[config.mk]
export PLATFORM = sky130hd
export DESIGN_NAME = uart_flat
export DESIGN_NICKNAME = d
export VERILOG_FILES = /design/src/rtl/uart_if.sv /design/src/rtl/uart.sv /design/src/flat_wrapper.sv
export SDC_FILE = /design/constraint.sdc
export NUM_CORES = 1
export LEC_CHECK = 0
export BUFFER_PORTS_ARGS = -buffer_cell sky130_fd_sc_hd__buf_2
export CAP_MARGIN = 20
export CORE_UTILIZATION = 53
export DETAILED_ROUTE_END_ITERATION = 8
export PLACE_DENSITY_LB_ADDON = 0.3
export SYNTH_ARGS = -nofsm -noshare
export SYNTH_HDL_FRONTEND = slang
export SYNTH_SLANG_ARGS = --single-unit
[constraint.sdc]
create_clock -name i_Clock -period 3.4 [get_ports i_Clock]
set_input_delay 0.68 -clock i_Clock [delete_from_list [all_inputs] [get_ports i_Clock]]
set_output_delay 0.68 -clock i_Clock [all_outputs]
set_load 0.1 [all_outputs]
[src/rtl/uart_if.sv]
`timescale 1ns/1ps
// UART pin bundle: transmit request/byte, transmit status and serial line, receive serial line and received byte.
// Latency: none (wires only); the slave side is the UART core, the master side is whatever drives and observes it.
// Backpressure: i_Tx_DV is only honoured while o_Tx_Active is low; receive has no backpressure (o_Rx_DV is a pulse).
interface uart_if;
    logic       i_Tx_DV;      // transmit request
    logic [7:0] i_Tx_Byte;    // byte to transmit, captured on acceptance
    logic       o_Tx_Active;  // frame in progress
    logic       o_Tx_Serial;  // transmit line, idle high
    logic       o_Tx_Done;    // one-cycle end-of-frame pulse
    logic       i_Rx_Serial;  // asynchronous receive line, idle high
    logic       o_Rx_DV;      // one-cycle received-byte pulse
    logic [7:0] o_Rx_Byte;    // last good received byte

    modport slave (
        input  i_Tx_DV, i_Tx_Byte, i_Rx_Serial,
        output o_Tx_Active, o_Tx_Serial, o_Tx_Done, o_Rx_DV, o_Rx_Byte
    );

    modport master (
        output i_Tx_DV, i_Tx_Byte, i_Rx_Serial,
        input  o_Tx_Active, o_Tx_Serial, o_Tx_Done, o_Rx_DV, o_Rx_Byte
    );
endinterface

[src/rtl/uart.sv]
`timescale 1ns/1ps
// 8N1 UART with independent transmitter and receiver; ports: i_Clock, i_Reset (async, active high), bus (uart_if.slave).
// Latency: TX line follows acceptance on the same edge; frame = 10*CLKS_PER_BIT cycles plus CLEANUP and IDLE; RX byte valid at stop-bit midpoint.
// Backpressure: TX requests are ignored while a frame is active; RX has none, o_Rx_DV is a single-cycle pulse.
module uart #(
    parameter int CLKS_PER_BIT = 234   // clock cycles per bit, must be >= 4
) (
    input  logic    i_Clock,
    input  logic    i_Reset,
    uart_if.slave   bus
);

    localparam int CW = $clog2(CLKS_PER_BIT);
    localparam logic [CW-1:0] BIT_LAST  = CW'(CLKS_PER_BIT - 1);
    localparam logic [CW-1:0] HALF_LAST = CW'((CLKS_PER_BIT - 1) / 2);

    // ------------------------------------------------------------------
    // Transmitter
    // ------------------------------------------------------------------
    typedef enum logic [2:0] {
        TX_IDLE, TX_START, TX_DATA, TX_STOP, TX_CLEANUP
    } tx_state_t;

    tx_state_t      tx_state_q, tx_state_d;
    logic [CW-1:0]  tx_cnt_q,   tx_cnt_d;
    logic [2:0]     tx_idx_q,   tx_idx_d;
    logic [7:0]     tx_data_q,  tx_data_d;
    logic           tx_serial_q, tx_serial_d;
    logic           tx_active_q, tx_active_d;
    logic           tx_done_q,   tx_done_d;

    always_comb begin
        tx_state_d = tx_state_q;
        tx_cnt_d   = tx_cnt_q;
        tx_idx_d   = tx_idx_q;
        tx_data_d  = tx_data_q;

        case (tx_state_q)
            TX_IDLE: begin
                tx_cnt_d = '0;
                tx_idx_d = '0;
                if (bus.i_Tx_DV) begin
                    tx_data_d  = bus.i_Tx_Byte;
                    tx_state_d = TX_START;
                end
            end
            TX_START: begin
                if (tx_cnt_q == BIT_LAST) begin
                    tx_cnt_d   = '0;
                    tx_state_d = TX_DATA;
                end else begin
                    tx_cnt_d = tx_cnt_q + 1'b1;
                end
            end
            TX_DATA: begin
                if (tx_cnt_q == BIT_LAST) begin
                    tx_cnt_d = '0;
                    if (tx_idx_q == 3'd7) begin
                        tx_idx_d   = '0;
                        tx_state_d = TX_STOP;
                    end else begin
                        tx_idx_d = tx_idx_q + 1'b1;
                    end
                end else begin
                    tx_cnt_d = tx_cnt_q + 1'b1;
                end
            end
            TX_STOP: begin
                if (tx_cnt_q == BIT_LAST) begin
                    tx_cnt_d   = '0;
                    tx_state_d = TX_CLEANUP;
                end else begin
                    tx_cnt_d = tx_cnt_q + 1'b1;
                end
            end
            TX_CLEANUP: tx_state_d = TX_IDLE;
            default:    tx_state_d = TX_IDLE;
        endcase

        // Outputs are decoded from the next state and registered, so the
        // line is glitch-free yet changes on the same edge as the state.
        tx_serial_d = 1'b1;
        tx_active_d = 1'b0;
        tx_done_d   = 1'b0;
        case (tx_state_d)
            TX_START: begin
                tx_serial_d = 1'b0;
                tx_active_d = 1'b1;
            end
            TX_DATA: begin
                tx_serial_d = tx_data_d[tx_idx_d];
                tx_active_d = 1'b1;
            end
            TX_STOP:    tx_active_d = 1'b1;
            TX_CLEANUP: tx_done_d   = 1'b1;
            default: ;
        endcase
    end

    always_ff @(posedge i_Clock or posedge i_Reset) begin
        if (i_Reset) begin
            tx_state_q  <= TX_IDLE;
            tx_cnt_q    <= '0;
            tx_idx_q    <= '0;
            tx_data_q   <= '0;
            tx_serial_q <= 1'b1;
            tx_active_q <= 1'b0;
            tx_done_q   <= 1'b0;
        end else begin
            tx_state_q  <= tx_state_d;
            tx_cnt_q    <= tx_cnt_d;
            tx_idx_q    <= tx_idx_d;
            tx_data_q   <= tx_data_d;
            tx_serial_q <= tx_serial_d;
            tx_active_q <= tx_active_d;
            tx_done_q   <= tx_done_d;
        end
    end

    assign bus.o_Tx_Serial = tx_serial_q;
    assign bus.o_Tx_Active = tx_active_q;
    assign bus.o_Tx_Done   = tx_done_q;

    // ------------------------------------------------------------------
    // Receiver
    // ------------------------------------------------------------------
    typedef enum logic [2:0] {
        RX_IDLE, RX_START, RX_DATA, RX_STOP, RX_WAIT_IDLE
    } rx_state_t;

    // Two-flop synchronizer; both stages reset to the idle (high) level so
    // reset release never looks like a start bit.
    logic           rx_meta_q, rx_meta_d;
    logic           rx_sync_q, rx_sync_d;

    rx_state_t      rx_state_q, rx_state_d;
    logic [CW-1:0]  rx_cnt_q,   rx_cnt_d;
    logic [2:0]     rx_idx_q,   rx_idx_d;
    logic [7:0]     rx_shift_q, rx_shift_d;
    logic [7:0]     rx_byte_q,  rx_byte_d;
    logic           rx_dv_q,    rx_dv_d;

    always_comb begin
        rx_meta_d  = bus.i_Rx_Serial;
        rx_sync_d  = rx_meta_q;

        rx_state_d = rx_state_q;
        rx_cnt_d   = rx_cnt_q;
        rx_idx_d   = rx_idx_q;
        rx_shift_d = rx_shift_q;
        rx_byte_d  = rx_byte_q;
        rx_dv_d    = 1'b0;

        case (rx_state_q)
            RX_IDLE: begin
                rx_cnt_d = '0;
                rx_idx_d = '0;
                if (!rx_sync_q) rx_state_d = RX_START;
            end
            RX_START: begin
                // Re-check the line at mid start bit to reject glitches;
                // all later samples are then taken at bit centres.
                if (rx_cnt_q == HALF_LAST) begin
                    rx_cnt_d   = '0;
                    rx_state_d = rx_sync_q ? RX_IDLE : RX_DATA;
                end else begin
                    rx_cnt_d = rx_cnt_q + 1'b1;
                end
            end
            RX_DATA: begin
                if (rx_cnt_q == BIT_LAST) begin
                    rx_cnt_d   = '0;
                    rx_shift_d = {rx_sync_q, rx_shift_q[7:1]};  // LSB arrives first
                    if (rx_idx_q == 3'd7) begin
                        rx_idx_d   = '0;
                        rx_state_d = RX_STOP;
                    end else begin
                        rx_idx_d = rx_idx_q + 1'b1;
                    end
                end else begin
                    rx_cnt_d = rx_cnt_q + 1'b1;
                end
            end
            RX_STOP: begin
                if (rx_cnt_q == BIT_LAST) begin
                    rx_cnt_d = '0;
                    if (rx_sync_q) begin
                        rx_byte_d  = rx_shift_q;
                        rx_dv_d    = 1'b1;
                        rx_state_d = RX_IDLE;
                    end else begin
                        // Framing error: drop the byte and wait out the low line.
                        rx_state_d = RX_WAIT_IDLE;
                    end
                end else begin
                    rx_cnt_d = rx_cnt_q + 1'b1;
                end
            end
            RX_WAIT_IDLE: if (rx_sync_q) rx_state_d = RX_IDLE;
            default:      rx_state_d = RX_IDLE;
        endcase
    end

    always_ff @(posedge i_Clock or posedge i_Reset) begin
        if (i_Reset) begin
            rx_meta_q  <= 1'b1;
            rx_sync_q  <= 1'b1;
            rx_state_q <= RX_IDLE;
            rx_cnt_q   <= '0;
            rx_idx_q   <= '0;
            rx_shift_q <= '0;
            rx_byte_q  <= '0;
            rx_dv_q    <= 1'b0;
        end else begin
            rx_meta_q  <= rx_meta_d;
            rx_sync_q  <= rx_sync_d;
            rx_state_q <= rx_state_d;
            rx_cnt_q   <= rx_cnt_d;
            rx_idx_q   <= rx_idx_d;
            rx_shift_q <= rx_shift_d;
            rx_byte_q  <= rx_byte_d;
            rx_dv_q    <= rx_dv_d;
        end
    end

    assign bus.o_Rx_DV   = rx_dv_q;
    assign bus.o_Rx_Byte = rx_byte_q;

endmodule

[src/flat_wrapper.sv]
// flat-port wrapper written by rule: the top's interface ports become plain ports
module uart_flat 
#(
    parameter int CLKS_PER_BIT = 234                                        
)
  (i_Clock, i_Reset, bus_i_Tx_DV, bus_i_Tx_Byte, bus_i_Rx_Serial, bus_o_Tx_Active, bus_o_Tx_Serial, bus_o_Tx_Done, bus_o_Rx_DV, bus_o_Rx_Byte);
  uart_if bus_i ();
  input  logic i_Clock;
  input  logic i_Reset;
  input wire logic [$bits(bus_i.i_Tx_DV)-1:0] bus_i_Tx_DV;
  input wire logic [$bits(bus_i.i_Tx_Byte)-1:0] bus_i_Tx_Byte;
  input wire logic [$bits(bus_i.i_Rx_Serial)-1:0] bus_i_Rx_Serial;
  output wire logic [$bits(bus_i.o_Tx_Active)-1:0] bus_o_Tx_Active;
  output wire logic [$bits(bus_i.o_Tx_Serial)-1:0] bus_o_Tx_Serial;
  output wire logic [$bits(bus_i.o_Tx_Done)-1:0] bus_o_Tx_Done;
  output wire logic [$bits(bus_i.o_Rx_DV)-1:0] bus_o_Rx_DV;
  output wire logic [$bits(bus_i.o_Rx_Byte)-1:0] bus_o_Rx_Byte;
  assign bus_i.i_Tx_DV = bus_i_Tx_DV;
  assign bus_i.i_Tx_Byte = bus_i_Tx_Byte;
  assign bus_i.i_Rx_Serial = bus_i_Rx_Serial;
  assign bus_o_Tx_Active = bus_i.o_Tx_Active;
  assign bus_o_Tx_Serial = bus_i.o_Tx_Serial;
  assign bus_o_Tx_Done = bus_i.o_Tx_Done;
  assign bus_o_Rx_DV = bus_i.o_Rx_DV;
  assign bus_o_Rx_Byte = bus_i.o_Rx_Byte;
  uart #(.CLKS_PER_BIT(CLKS_PER_BIT)) u_core (.i_Clock(i_Clock), .i_Reset(i_Reset), .bus(bus_i));
endmodule
Yosys cells after proc, flatten, opt, wreduce, memory -nomap -nowiden
Index checks and enable logic that the tools add are counted.
{"block": "word_totals", "reg_bits": 58, "in_bits": 12, "output_inout_bits": 12, "wordCells": 90}
{"block": "op_classes", "addsub": 4, "magnitude_cmp": 1, "eq_ne": 22, "muxes": 36, "reduce_logical": 12}
{"operator": "3-bit 2-to-1 mux", "n": 16}
{"operator": "8-bit 2-to-1 mux", "n": 5}
{"operator": "8-bit case mux with 3 select lines", "n": 1}
{"operator": "3-bit by 2-bit == test with 1-bit output, second input constant", "n": 6}
{"operator": "8-bit by 1-bit adder with 8-bit output, second input constant", "n": 2}
{"operator": "8-bit == test, second input constant", "n": 2}
{"operator": "8-bit case mux with 2 select lines", "n": 1}
{"operator": "3-bit case mux with 5 select lines", "n": 1}
{"operator": "3-bit == test, second input constant", "n": 4}
{"operator": "3-bit case mux with 2 select lines", "n": 2}
{"operator": "3-bit case mux with 4 select lines", "n": 1}
{"operator": "2-bit by 1-bit inequality test with 1-bit output, second input constant", "n": 5}
{"operator": "3-bit by 1-bit == test with 1-bit output, second input constant", "n": 3}
{"operator": "8-bit by 7-bit == test with 1-bit output, second input constant", "n": 1}
{"operator": "3-bit by 1-bit adder with 3-bit output, second input constant", "n": 2}
{"operator": "3-bit zero test", "n": 2}
{"operator": "1-bit 2-to-1 mux", "n": 6}
{"operator": "6-bit AND reduction", "n": 1}
{"operator": "3-bit OR reduction", "n": 2}
{"operator": "3-bit by 4-bit < comparator with 1-bit output, second input constant", "n": 1}
{"operator": "2-bit AND reduction", "n": 2}
{"operator": "2-bit nonzero test", "n": 2}
{"operator": "1-bit binary-select mux with 3-bit select", "n": 1}
{"operator": "3-bit AND reduction", "n": 1}
{"operator": "other kinds (5)", "n": 5}

Depth between registers and ports, before layout
Gate-level depths: netlist of the first run.
{"block": "depth", "depth_word": 7, "depth_mapped": 9, "mapped_depth_nobuf": 9}

Worst setup path before layout of the first run
OpenSTA, ideal clock, no wires.
{"block": "synth_path", "kind": "register to register", "start": "register u_core.tx_idx_q[0]", "end": "register u_core.tx_serial_q (netlist: u_core.bus.o_Tx_Serial)", "setup_ns": 0.079, "t_arrival_ns": 2.233, "path_slack_ns": 1.088, "stages_incl_launch_ff": 9, "path_cell_list": "dfrtp_1 > ha_1 > ha_1 > nand2_1 > or4_4 > o211ai_4 > mux2_4 > o41a_2 > o211a_1"}
{"block": "synth_between", "elab_chain_cells": 7}
{"element": "start: declaration", "line": "uart.sv:26", "text": "logic [2:0] tx_idx_q, tx_idx_d;"}
{"element": "start signal: assignment", "line": "uart.sv:112", "text": "tx_idx_q <= tx_idx_d;"}
{"element": "3-bit by 1-bit adder with 3-bit output or 3-bit == test (tied branches)", "line": "uart.sv:62, uart.sv:58"}
{"element": "3-bit 2-to-1 mux *", "line": "uart.sv:58", "text": "if (tx_idx_q == 3'd7) begin"}
{"element": "3-bit 2-to-1 mux *", "line": "uart.sv:56", "text": "if (tx_cnt_q == BIT_LAST) begin"}
{"element": "3-bit case mux with 2 select lines *", "line": "uart.sv:38", "text": "case (tx_state_q)"}
{"element": "via u_core.tx_idx_d[2]", "line": "uart.sv:26"}
{"element": "1-bit binary-select mux with 3-bit select *", "line": "uart.sv:91", "text": "tx_serial_d = tx_data_d[tx_idx_d];"}
{"element": "1-bit 2-to-1 mux (implied by the code) *", "line": "uart.sv:91"}
{"element": "1-bit case mux with 2 select lines *", "line": "uart.sv:85", "text": "case (tx_state_d)"}
{"element": "via u_core.tx_serial_d", "line": "uart.sv:28", "text": "logic tx_serial_q, tx_serial_d;"}
{"element": "end signal: assignment", "line": "uart.sv:114", "text": "tx_serial_q <= tx_serial_d;"}
{"element": "end: declaration", "line": "uart.sv:28"}
The timed path passes the listed nets; every way through them passes the cells marked *. The select of a mux whose other input is x is not followed.
A chain may end at the register's enable or synchronous reset.

Worst setup path after layout of the first run
{"block": "layout_path", "start": "register u_core.tx_state_q[2]", "end": "register u_core.tx_serial_q (netlist: u_core.bus.o_Tx_Serial)"}
{"block": "layout_between", "elab_chain_cells": 5}
{"element": "start: declaration", "line": "uart.sv:24", "text": "tx_state_t tx_state_q, tx_state_d;"}
{"element": "start signal: assignment", "line": "uart.sv:110", "text": "tx_state_q <= tx_state_d;"}
{"element": "3-bit by 2-bit == test with 1-bit output or 3-bit zero test (tied branches)", "line": "uart.sv:38"}
{"element": "3-bit case mux with 2 select lines *", "line": "uart.sv:38"}
{"element": "via u_core.tx_idx_d[2]", "line": "uart.sv:26"}
{"element": "1-bit binary-select mux with 3-bit select *", "line": "uart.sv:91"}
{"element": "1-bit 2-to-1 mux (implied by the code) *", "line": "uart.sv:91"}
{"element": "1-bit case mux with 2 select lines *", "line": "uart.sv:85"}
{"element": "via u_core.tx_serial_d", "line": "uart.sv:28"}
Marked as above.

==> metrics, run 1 <==
Longest Clk Path Bufs 2; starting density of the core 0.555; number of setup buffers added after CTS 0; clock latency on the worst-skew pair 0.33 ns; Crit Path Category reg -> reg; synthesis-to-finish area growth 12.9%; Synth top area share 0.483; Via density 5.45; Worst Path Arrival 2.72 ns; fmax 0.406 GHz; Root Driver clkbuf_8; final hold vios 0; Synth Flop Type dfrtp_1; Final setup viols 0; final net count 303; die height 75.4 µm; Tot GR Track Use 0.191; most frequent cells in the layout dfrtp_1 (55), mux2_2 (24), buf_2 (23); Peak supply drop 284 µV; Leakage Power 1.53 nW; Cells after Synth 257; final worst-path cycle share 0.725; ys async rst share 1.00; crit path cell chain or2_1 -> or4_4 -> o211ai_4 -> mux2_4 -> o41a_2 -> o211a_1; Die ar. 5680 µm²; Clk pin slew, worst setup/hold paths 0.06 ns; Hold Path Class in -> async; final WL 4740 µm; Port Buffers 23; gpl congestion 0.796; TritonCTS Sinks 58; worst slew pin tran 0.780 ns; Net Count, Synth 278; share of layout cells above drive strength 1 0.275; WP data required 3.66 ns; initial antenna violation count 0; max-slew violations 0; wire per inst 13.3 µm; RSZ-0062 raised after global routing false; Synth area leaders dfrtp_1 (48%), mux2_2 (9.5%), ha_1 (3.9%); MaxCap Viol Count 0; DP Wirelength 3330 µm; minimum clock period 2.46 ns; setup slack after layout 0.935 ns; max_slew headroom 0.480; Cell Area, Synth 2850 µm²; Setup Skew 0.00490 ns; synthesized area per cell 11.1 µm²; element type at the critical path end flop; Finished Core Util 0.627; status finished clean; largest net degree at the start of global routing 27; Core Box Area 5140 µm²; YS warnings 0; CP top delay family simple AND/OR/NAND/NOR gates; Detailed Routing Iterations Pass 1 4; global route overflow 0; via count 1944; Setup WS pre-CTS 0.919 ns; Worst Path Max Fanout 18; CP peak stage delay 0.54 ns; most common cell after layout, fill and taps aside dfrtp_1; Ports 24; # placed instances 341; Buf+Inv Stages, Crit Path 0; PwrDens 481 nW/µm²; diodes inserted 0; EDFF count, synth 0; die width 75.4 µm; Layout Cells excl Fill 357; sequential area share after synthesis 0.510; FF+latch count, synth 58; drt drc 0; cell accounting for the most synthesized area dfrtp_1; DRT iter0 DRCs 63; startpoint types flop; unique cell type count in the Yosys netlist 53; total CTS buffers 9; # rows 26; Post-CTS Hold Buffers 0; CTS tree built; Resize count post-CTS 0; ANT nets after route 0; H-tree levels 3; first-pass GRT wire length 7890 µm; vias in the first global route 1755; Final TNS setup 0 ns; Worst path slowest cell dfrtp_1
[cell families after synthesis]
family                     Yosys count  synth area share
AOI/OAI and AO/OA                   40            0.0970
muxes                               34             0.132
xor gates and xnor gates             4            0.0123
adders and majority gates            9            0.0395
buffers and inverters               20            0.0329
DFF                                 58             0.510
and+or+nand+nor                     92             0.176
[worst reg2reg max path, delay by kind of cell, from the launching register on]
| family | cells | cell delay, ns |
|---|---|---|
| simple gates | 2 | 0.90 |
| compound gates | 3 | 0.64 |
| flops | 1 | 0.54 |
| mux | 1 | 0.33 |
[report_power, final]
| group | internal [W] | switching [W] |
|---|---|---|
| Sequential | 0.000736 | 0.0000532 |
| Clock | 0.000398 | 0.000247 |
| Combinational | 0.0000541 | 0.0000618 |
| Total | 0.00119 | 0.000362 |
[routing by layer]
layer	GRT usage	vias to the layer above	part of all wire
li1	-	969	-
met1	0.241	941	0.48
met2	0.294	25	0.47
met3	0.0767	9	0.035
met4	0.0802	0	0.015
met5	0	-	0
[flip-flops by register name (all words and copies together), names as in the netlist, 3 cells and up]
signal                flops
u_core.rx_shift_q         8
u_core.bus.o_Rx_Byte      8
u_core.rx_cnt_q           8
u_core.tx_state_q         3
u_core.rx_idx_q           3
u_core.tx_data_q          8
u_core.rx_state_q         3
u_core.tx_cnt_q           8
u_core.tx_idx_q           3
[synthesized netlist by cell type, types with 2 or more instances]
cell type / instances
and2_1: 2
xnor2_1: 2
nor3b_1: 3
buf_6: 2
nand4_1: 3
nand3_1: 7
nand2b_1: 3
a22o_1: 2
nor3_1: 4
nand2_1: 22
o41ai_1: 2
and3b_1: 2
clkbuf_1: 7
dfrtp_1: 55
or2_2: 3
nor2_1: 19
xor2_1: 2
inv_1: 8
o31ai_1: 3
dfstp_2: 3
nor2b_1: 5
mux2_2: 24
nand4b_1: 2
a21oi_1: 5
mux2i_1: 8
buf_2: 3
and3_1: 5
ha_1: 9
o21ai_0: 18
[final cells by class]
class / count / area, µm²
repair buffers: 26 / 138
clock buffers: 14 / 173
flip-flops and latches: 58 / 1460
multi-input cells: 179 / 1300
well taps: 70 / 87.6
inverters: 8 / 30.0
fillers: 446 / 1920
clock inverters: 2 / 35.0
[stage by stage]
stage | total power (W) | hold WS [ns] | area [µm²]
3_5_place_dp | 0.000916 | 0.350 | 3010
5_1_grt | 0.00162 | 0.271 | 3220
4_1_cts | 0.00157 | 0.252 | 3220
3_3_place_gp | 0.000910 | 0.347 | 3010
2_1_floorplan | 0.000876 | 0.345 | 2850
6_report | 0.00155 | 0.262 | 3220
[worst paths after layout]
path	startpoint	endpoint	slack, ns	depth (start not counted)
max	u_core.tx_state_q[2]	u_core.bus.o_Tx_Serial	0.94	6
min	i_Reset	u_core.tx_cnt_q[2]	0.26	2
max reg2reg	u_core.tx_state_q[2]	u_core.bus.o_Tx_Serial	0.94	6
min reg2reg	u_core.rx_meta_q	u_core.rx_sync_q	0.36	0
max in group asynchronous	i_Reset	u_core.rx_meta_q	2.54	3
min in group i_Clock	u_core.rx_meta_q	u_core.rx_sync_q	0.36	0
Note: power is estimated with default switching activity, not from simulation.
==> run 2: changes to the inputs <==
==> constraint.sdc (replaced) <==
create_clock -name i_Clock -period 2.2 [get_ports i_Clock]
set_input_delay 0.44 -clock i_Clock [delete_from_list [all_inputs] [get_ports i_Clock]]
set_output_delay 0.44 -clock i_Clock [all_outputs]
set_load 0.1 [all_outputs]
==> metrics, run 2 (synthesized netlist as in run 1, its figures left out) <==
status finished with violations; failing checks negative setup slack; total CTS buffers 9; TritonCTS Sinks 58; Layout Cells excl Fill 383; starting density of the core 0.555; vias in the first global route 1900; CP peak stage delay 0.43 ns; largest net degree at the start of global routing 29; Crit Path Category reg -> reg; WP data required 2.47 ns; Comb pwr share 0.118; Worst Setup SP u_core.tx_idx_q[0]; Tot GR Track Use 0.196; Root Driver clkbuf_8; clock latency on the worst-skew pair 0.34 ns; worst slew pin tran 0.601 ns; first-pass GRT wire length 8320 µm; initial antenna violation count 0; via count 2036; Leakage Power 1.67 nW; die height 75.4 µm; Final setup viols 1; gpl congestion 0.827; startpoint types flop; Longest Clk Path Bufs 2; Port Buffers 23; final hold vios 0; final worst-path cycle share 1.04; Setup WS pre-CTS -0.0840 ns; Int Pwr 0.00199 W; final WL 5080 µm; switching power 0.000585 W; MaxCap Viol Count 0; clock share of power 0.427; CTS tree built; Hold Path Class in -> async; Detailed Routing Iterations Pass 1 5; Setup Skew 0.0111 ns; minimum clock period 2.29 ns; DRT iter0 DRCs 86; Resize count post-CTS 0; Clk pin slew, worst setup/hold paths 0.07 ns; # placed instances 367; DP Wirelength 3680 µm; PwrDens 742 nW/µm²; die width 75.4 µm; share of layout cells above drive strength 1 0.345; Worst Path Max Fanout 4; most common cell after layout, fill and taps aside dfrtp_1; max-slew violations 0; wire per inst 13.3 µm; Die ar. 5680 µm²; switching share of total power 0.227; synthesis-to-finish area growth 21.8%; Worst Path Arrival 2.56 ns; ANT nets after route 0; H-tree levels 3; Post-CTS Hold Buffers 0; Peak supply drop 930 µV; crit path cell chain ha_2 -> ha_4 -> nand2_1 -> or4_4 -> o211ai_4 -> mux2_4 -> o41a_2 -> o211a_1; # rows 26; element type at the critical path end flop; fmax 0.437 GHz; Core Box Area 5140 µm²; Worst path slowest cell or4_4; diodes inserted 0; Ports 24; final net count 329; RSZ-0062 raised after global routing true; drt drc 0; most frequent cells in the layout dfrtp_1 (55), buf_4 (28), mux2_2 (24); max_slew headroom 0.598; global route overflow 0; setup slack after layout -0.0882 ns; FF-to-FF Start u_core.tx_idx_q[0]; Via density 5.32; Fillers 410; number of setup buffers added after CTS 0; Seq pwr share 0.455
[run 2: power by group through the flow]
| stage | Clock, W | Sequential (W) | Combinational [W] |
|---|---|---|---|
| 2_1_floorplan | 0 | 0.00121 | 0.000139 |
| 3_3_place_gp | 0 | 0.00119 | 0.000300 |
| 3_5_place_dp | 0 | 0.00119 | 0.000310 |
| 4_1_cts | 0.00112 | 0.00117 | 0.000308 |
| 5_1_grt | 0.00117 | 0.00118 | 0.000346 |
| 6_report | 0.00110 | 0.00117 | 0.000304 |
[run 2: final cells by class]
cell class                      instances  area [µm²]  share of cell area
Inverter                                8        30.0             0.00865
Tap cell                               70        87.6              0.0252
Clock inverter                          4        73.8              0.0213
Clock buffer                           12         155              0.0447
Timing Repair Buffer                   52         345              0.0994
Sequential cell                        58        1460               0.419
Multi-Input combinational cell        179        1330               0.382
[run 2: worst paths after layout]
path	to	slack, ns	cells past startpoint
min in group i_Clock	u_core.rx_meta_q	0.22	1
hold reg to reg	u_core.rx_sync_q	0.36	0
hold / removal	u_core.tx_cnt_q[5]	0.17	2
max in group asynchronous	u_core.rx_sync_q	1.42	3
setup / recovery	u_core.bus.o_Tx_Serial	-0.09	8
setup reg to reg	u_core.bus.o_Tx_Serial	-0.09	8
[run 2: through the flow]
stage	TNS [ns]	power [W]	utilization	cell area, µm²	hold slack (ns)
after floorplan	-0.0949	0.00135	-	2850	0.345
after global placement	-0.0499	0.00149	0.627	3220	0.347
after detailed placement	-0.0840	0.00150	0.627	3220	0.349
after CTS	-0.0846	0.00260	0.672	3450	0.183
after global routing	-0.161	0.00269	0.676	3470	0.200
final	-0.0882	0.00258	0.676	3470	0.168
[run 2: per-layer routing]
metal	routed length, µm	up-vias	share of wire	global-route usage
li1	-	1015	-	-
met2	2450	37	0.48	0.314
met5	0	-	0	0
met3	216	5	0.043	0.0701
met4	41	0	0.0081	0.0494
met1	2370	979	0.47	0.254
[run 2: worst max-delay path, delay by kind of cell (launching register included)]
kind,cells,cell delay [ns]
AOI/OAI and AO/OA,3,0.59
adders and majority gates,2,0.45
DFF,1,0.38
muxes,1,0.33
and+or+nand+nor,2,0.47
